===== src/rtl/logical_pkg.sv =====
// Shared types for the multi-cycle logical unit: operation and FSM encodings.
package logical_pkg;

  typedef enum logic [2:0] {
    OP_AND    = 3'b000,
    OP_OR     = 3'b001,
    OP_XOR    = 3'b010,
    OP_NOR    = 3'b011,
    OP_CLZ    = 3'b100,
    OP_CLO    = 3'b101,
    OP_POPCNT = 3'b110,
    OP_RSVD   = 3'b111
  } op_e;

  typedef enum logic [1:0] {
    IDLE = 2'b00,
    BUSY = 2'b01,
    DONE = 2'b10
  } state_e;

  function automatic logic is_count_op(input op_e o);
    return (o == OP_CLZ) || (o == OP_CLO) || (o == OP_POPCNT);
  endfunction

endpackage


===== src/rtl/logical_chunk_cnt.sv =====
// Combinational per-chunk counter: leading zeros, nonzero flag and popcount.
module logical_chunk_cnt #(
  parameter int CHUNK = 4,
  localparam int CCW = $clog2(CHUNK + 1)
) (
  input  logic [CHUNK-1:0] chunk,
  input  logic             mode,
  output logic [CCW-1:0]   lead_zero,
  output logic             nonzero,
  output logic [CCW-1:0]   popcount
);

  logic [CCW-1:0] lz;
  logic [CCW-1:0] pc;
  logic           hit;

  // mode=1 selects popcount; the unused count is forced to zero
  always_comb begin
    lz  = '0;
    pc  = '0;
    hit = 1'b0;
    for (int i = CHUNK - 1; i >= 0; i--) begin
      if (chunk[i]) begin
        hit = 1'b1;
        pc  = pc + CCW'(1);
      end else if (!hit) begin
        lz = lz + CCW'(1);
      end
    end
    lead_zero = mode ? '0 : lz;
    popcount  = mode ? pc : '0;
    nonzero   = |chunk;
  end

endmodule


===== src/rtl/logical_mc.sv =====
// Multi-cycle logical unit: single-cycle bitwise ops, chunk-iterative CLZ/CLO/POPCNT.
module logical_mc
  import logical_pkg::*;
#(
  parameter int N     = 32,
  parameter int CHUNK = 4
) (
  input  logic         clk,
  input  logic         rst_n,
  input  logic         in_valid,
  output logic         in_ready,
  input  logic [N-1:0] A,
  input  logic [N-1:0] B,
  input  logic [2:0]   op,
  output logic         out_valid,
  input  logic         out_ready,
  output logic [N-1:0] R
);

  localparam int NCH = N / CHUNK;
  localparam int IW  = (NCH > 1) ? $clog2(NCH) : 1;
  localparam int CW  = $clog2(N + 1);
  localparam int CCW = $clog2(CHUNK + 1);

  if ((N % CHUNK) != 0 || N < 4) begin : g_bad_param
    $error("logical_mc: N must be >= 4 and a multiple of CHUNK");
  end

  state_e                     state, state_nxt;
  op_e                        op_in, op_q;
  logic [N-1:0]               a_q, r_q, bw_res;
  logic [NCH-1:0][CHUNK-1:0]  chunks;
  logic [CHUNK-1:0]           cur;
  logic [IW-1:0]              idx;
  logic [CW-1:0]              cnt, cnt_nxt;
  logic                       found, nz, accept;
  logic [CCW-1:0]             lz, pc;

  assign op_in     = op_e'(op);
  assign in_ready  = rst_n && (state == IDLE);
  assign out_valid = (state == DONE);
  assign R         = r_q;
  assign accept    = in_valid && in_ready;

  assign chunks = a_q;
  assign cur    = chunks[idx];

  logical_chunk_cnt #(.CHUNK(CHUNK)) u_chunk_cnt (
    .chunk     (cur),
    .mode      (op_q == OP_POPCNT),
    .lead_zero (lz),
    .nonzero   (nz),
    .popcount  (pc)
  );

  always_comb begin
    case (op_in)
      OP_AND:  bw_res = A & B;
      OP_OR:   bw_res = A | B;
      OP_XOR:  bw_res = A ^ B;
      OP_NOR:  bw_res = ~(A | B);
      default: bw_res = '1;
    endcase
  end

  // Leading counts stop accumulating once a chunk with a set bit has been seen
  always_comb begin
    cnt_nxt = cnt;
    if (op_q == OP_POPCNT) cnt_nxt = cnt + CW'(pc);
    else if (!found)       cnt_nxt = cnt + CW'(lz);
  end

  always_comb begin
    state_nxt = state;
    case (state)
      IDLE: if (accept) state_nxt = is_count_op(op_in) ? BUSY : DONE;
      BUSY: if (idx == '0) state_nxt = DONE;
      DONE: if (out_ready) state_nxt = IDLE;
      default: state_nxt = IDLE;
    endcase
  end

  always_ff @(posedge clk or negedge rst_n) begin
    if (!rst_n) state <= IDLE;
    else        state <= state_nxt;
  end

  always_ff @(posedge clk or negedge rst_n) begin
    if (!rst_n) begin
      r_q   <= '0;
      idx   <= '0;
      cnt   <= '0;
      found <= 1'b0;
    end else if (accept) begin
      if (is_count_op(op_in)) begin
        idx   <= IW'(NCH - 1);
        cnt   <= '0;
        found <= 1'b0;
      end else begin
        r_q <= bw_res;
      end
    end else if (state == BUSY) begin
      cnt   <= cnt_nxt;
      found <= found | nz;
      idx   <= idx - IW'(1);
      if (idx == '0) r_q <= N'(cnt_nxt);
    end
  end

  // CLO is scanned as CLZ of the inverted operand
  always_ff @(posedge clk) begin
    if (accept) begin
      a_q  <= (op_in == OP_CLO) ? ~A : A;
      op_q <= op_in;
    end
  end

endmodule


===== config.mk =====
export PLATFORM = sky130hd
export DESIGN_NAME = logical_mc
export DESIGN_NICKNAME = d
export VERILOG_FILES = /design/src/rtl/logical_pkg.sv /design/src/rtl/logical_chunk_cnt.sv /design/src/rtl/logical_mc.sv
export SDC_FILE = /design/constraint.sdc
export NUM_CORES = 1
export LEC_CHECK = 0
export ABC_CLOCK_PERIOD_IN_PS = 6800
export CORE_MARGIN = 2
export CORE_UTILIZATION = 35
export DETAILED_ROUTE_END_ITERATION = 6
export GPL_ROUTABILITY_DRIVEN = 0
export PLACE_DENSITY = 0.6
export SLEW_MARGIN = 20
export SYNTH_ARGS = -nofsm -noshare
export SYNTH_HDL_FRONTEND = slang
export SYNTH_HIERARCHICAL = 1
export SYNTH_SLANG_ARGS = --single-unit

===== constraint.sdc =====
create_clock -name clk -period 6.8 [get_ports clk]
set_clock_uncertainty 0.2 [all_clocks]
set_input_delay 1.36 -clock clk [delete_from_list [all_inputs] [get_ports clk]]
set_output_delay 1.36 -clock clk [all_outputs]
set_load 0.02 [all_outputs]

==> summary.md <==
| Metric | Value |
|---|---|
| Routed Wire Length | 15510 µm |
| Master cell of the clock root buffer | sky130_fd_sc_hd__clkbuf_16 |
| Reg power frac | 33.4% |
| Cell type with the highest aggregate area in the netlist | sky130_fd_sc_hd__dfrtp_1 |
| Slack of the worst reg-to-reg path | 2410 ps |
| Top post-synthesis cells by area | sky130_fd_sc_hd__dfrtp_1 (18%), sky130_fd_sc_hd__edfxtp_1 (17%), sky130_fd_sc_hd__ha_1 (16%) |
| Post-CTS setup buffer count | 0 |
| R2R Path Start | idx[0] |
| Type of the most critical hold path | flop to flop |
| Nets in the synthesized netlist | 780 |
| Total I/O pin count | 105 |
| Die Span Y | 135.8 µm |
| Number of synthesized register bits | 79 |
| Number of gates given a new drive strength after cts | 0 |
| Number of flops mapped to enable cells by yosys | 35 |
| Worst Setup Path Type | flop to flop |
| Non-filler cells, final | 941 |
| Global route overflow | 0 |
| CTS tree | built |
| Max-cap violations | 0 |
| Detailed-route DRC error count | 0 |
| Placed Instances | 925 |
| Fin crit period | 4393 ps |
| Horiz. Die Dim | 135.8 µm |
| Per-instance average area after synthesis | 9.669 µm² |
| Share of cells above drive strength 1 | 6.006% |
| Placed inst area | 7231 µm² |
| Design Area, Final | 7537 µm² |
| Netlist area before placement | 6082 µm² |
| Switching Share | 38.30% |
| GRT Overall Usage | 17.73% |
| Proportion of synthesized area in mux cells | 5.349% |
| Pin count of the biggest net entering global routing | 81 |
| Leading register cell type out of synthesis | sky130_fd_sc_hd__dfrtp_1 |
| Count of endpoints failing setup in the final report | 0 |
| Number of global-route vias before repair | 4891 |
| Post-synthesis simple-gate area fraction | 11.05% |
| Clock Latency Late Sink | 340 ps |
| Startpoint of the most critical hold path | R[17] |
| Layout fillers | 1622 |
| Async set-reset flop share out of synthesis | 55.70% |
| Number of buffers inserted by port buffering | 104 |
| Total power divided by cell area | 315.1 nW/µm² |
| Fraction of synthesized cell area taken by the top area cell type | 18.10% |
| Dpl ws | 2401 ps |
| Global-route wire length before repair | 25250 µm |
| Static Leak | 3.450 nW |
| Reported net switching power | 0.0009098 W |
| Total number of placement rows | 48 |
| Post-detail-place hpwl | 11310 µm |
| Number of buffers created by CTS | 9 |
| Detail-routed net length per standard cell | 16.48 µm |
| Depth of the worst register-to-register path | 15 |
| Combinational power share | 45.8% |
| Clock tree sinks | 79 |
| Run status | finished, final reports clean |
| Fin worst setup slack | 2407 ps |
| Reg2reg end | R[3] |
| End point of the most critical hold path | R[17] |
| Combinational family with the most area after synthesis | adder cells |
| Number of iterations in the first detailed-routing pass | 4 |
| Total core area | 17120 µm² |
| Number of H-tree levels | 3 |
| Clock tree buffer depth | 2 |
| Via count normalized by instance count | 4.942 |
| Max Transition Viols Final | 0 |
| Cell-internal power | 0.001465 W |
| Setup repair after global routing missed its margin | no |
| Worst hold stages | 2 |
| Worst Setup End Kind | flop |
| Biggest fanout along the worst timing path | 11 |
| Via Count | 4650 |
| Starting density of the core | 35.53% |
| Synthesized-area fraction occupied by xor and xnor cells | 10.22% |
| Type of element launching the critical path | flop |
| Worst slew slack as a fraction of its limit | 29.91% |
| Total inserted antenna cells | 0 |
| Clock-pin slew on the worst setup and hold paths | 60 ps |
| Layout Nets | 862 |
| Arr. time, crit path | 4420 ps |
| Max IR drop VDD | 0.1705 mV |
| Post-Route Setup TNS | 0 ps |
| Adder and majority cell fraction of the synthesized area | 16.70% |
| Synth Area in Compound Gates | 13.56% |
| Iteration-0 DRC count of the detailed router | 223 |
| Required arrival time at the worst endpoint | 6830 ps |
| Finished Core Util | 44.04% |
| Antenna viol nets, final | 0 |
| Hold bufs inserted after CTS | 0 |
| Final cycle utilization of the critical path | 64.60% |
| Worst Tran Pin Value | 1051 ps |
| Unique masters post-synth | 50 |
| Number of endpoints with negative hold slack in the final report | 0 |
| Syn. warnings | 6 |
| Share of synthesized area occupied by flip-flops and latches | 35.38% |
| Total die area | 18450 µm² |
| Growth of design area from synthesis to finish | 23.93% |
| Critical Path Source | idx[0] |
| Fraction of power consumed by the clock network | 20.8% |
| Cell count after synthesis | 629 |
| Initial antenna violation count | 0 |
| Achievable clock frequency | 0.2276 GHz |
==> worst max-delay path, cell delays in order (launching register included) <==
cell and delay, ps:
sky130_fd_sc_hd__dfrtp_1 690, sky130_fd_sc_hd__mux4_2 570, sky130_fd_sc_hd__mux2_2 320, sky130_fd_sc_hd__inv_1 120
sky130_fd_sc_hd__ha_1 270, sky130_fd_sc_hd__xor2_1 220, sky130_fd_sc_hd__ha_1 180, sky130_fd_sc_hd__nand2_1 60
sky130_fd_sc_hd__xor2_1 160, sky130_fd_sc_hd__and2_1 160, sky130_fd_sc_hd__ha_1 320, sky130_fd_sc_hd__a21oi_1 150
sky130_fd_sc_hd__a21oi_1 80, sky130_fd_sc_hd__a21o_1 240, sky130_fd_sc_hd__or4_1 430, sky130_fd_sc_hd__o211a_1 130
==> logic make-up after synthesis <==
family / after synthesis
and+or+nand+nor: 136
AOI/OAI and AO/OA: 132
buffers and inverters: 109
adders and majority gates: 80
DFF: 79
xor gates and xnor gates: 71
muxes: 22
==> layout make-up <==
type	count	area (µm²)	area share (%)
multi-input combinational	441	3460	45.90
clock inverter	3	21.27	0.2822
clock buffer	13	285.3	3.785
timing repair buffer	109	1066	14.14
sequential	79	2152	28.55
inverter	71	271.5	3.602
tap	225	281.5	3.735
==> state kept, by name, indices dropped and copies added (netlist names) <==
name and flops:
cnt 6, a_q 32, found 1, idx 3, state 2, op_q 3
R 32
==> layout by cell type (no fill, tap or decap), types with 2 or more instances in the layout <==
master	instances
sky130_fd_sc_hd__a21oi_1	39
sky130_fd_sc_hd__ha_1	78
sky130_fd_sc_hd__inv_1	70
sky130_fd_sc_hd__mux4_2	8
sky130_fd_sc_hd__a221oi_1	2
sky130_fd_sc_hd__edfxtp_1	35
sky130_fd_sc_hd__a21o_1	5
sky130_fd_sc_hd__nor3_1	4
sky130_fd_sc_hd__o211ai_1	3
sky130_fd_sc_hd__buf_4	6
sky130_fd_sc_hd__a22oi_1	3
sky130_fd_sc_hd__a41oi_1	2
sky130_fd_sc_hd__fa_1	2
sky130_fd_sc_hd__a31oi_1	4
sky130_fd_sc_hd__clkdlybuf4s50_1	101
sky130_fd_sc_hd__a31o_2	2
sky130_fd_sc_hd__clkbuf_16	10
sky130_fd_sc_hd__xnor2_1	34
sky130_fd_sc_hd__mux2_2	4
sky130_fd_sc_hd__clkbuf_8	2
sky130_fd_sc_hd__mux2i_1	10
sky130_fd_sc_hd__a211oi_1	27
sky130_fd_sc_hd__buf_2	2
sky130_fd_sc_hd__and2_1	3
sky130_fd_sc_hd__nand3b_1	3
sky130_fd_sc_hd__nor2_1	36
sky130_fd_sc_hd__o21ai_0	36
sky130_fd_sc_hd__clkinv_4	2
sky130_fd_sc_hd__nand2_1	43
sky130_fd_sc_hd__nor2b_1	32
sky130_fd_sc_hd__nand3_1	4
sky130_fd_sc_hd__dfrtp_1	44
sky130_fd_sc_hd__xor2_1	37
sky130_fd_sc_hd__nand2b_1	4
sky130_fd_sc_hd__inv_4	2
==> power groups by stage <==
stage / logic [W] / registers (W) / clock network [W]
2_1_floorplan: 0.000639 / 0.000848 / 0
3_3_place_gp: 0.00106 / 0.000799 / 0
3_5_place_dp: 0.00109 / 0.000800 / 0
4_1_cts: 0.00110 / 0.000795 / 0.000498
5_1_grt: 0.00121 / 0.000814 / 0.000517
6_report: 0.00109 / 0.000794 / 0.000494
==> stage by stage <==
| stage | total power (W) | hold slack (ps) |
|---|---|---|
| after floorplan | 0.001487 | 252.4 |
| final | 0.002375 | 283.5 |
| after CTS | 0.002391 | 290.8 |
| after detailed placement | 0.001889 | 276.8 |
| after global placement | 0.001861 | 275.8 |
| after global routing | 0.002542 | 310.1 |
==> layer usage <==
layer | global-route usage [%] | wire [µm]
met1 | 22.35 | 7114
met5 | 0 | 0
met4 | 6.134 | 384
met3 | 2.983 | 517
met2 | 30.72 | 7489
==> worst max path at each step <==
stage                     endpoint  slack, ps  cells after the start
after floorplan               R[3]       2780                     16
after global placement        R[3]       2500                     15
after detailed placement      R[3]       2400                     15
after CTS                     R[3]       2390                     15
after global routing          R[3]       2080                     15
final                         R[3]       2410                     15
==> cells in the mapped netlist, drive strengths merged, types with 2 or more instances <==
library cell / number
nand3: 4
dfrtp: 44
ha: 78
a221oi: 2
a31o: 2
buf: 27
mux2i: 10
xor2: 37
inv: 70
and2: 3
nor2: 36
mux4: 8
nand2b: 4
nand2: 43
o21ai: 37
nor3: 4
mux2: 4
a21oi: 39
a211oi: 27
xnor2: 34
nor2b: 32
clkbuf: 11
o211ai: 3
edfxtp: 35
a31oi: 4
a22oi: 4
fa: 2
a21o: 5
a41oi: 2
nand3b: 3
No activity file was read; power rests on OpenSTA's default activity.
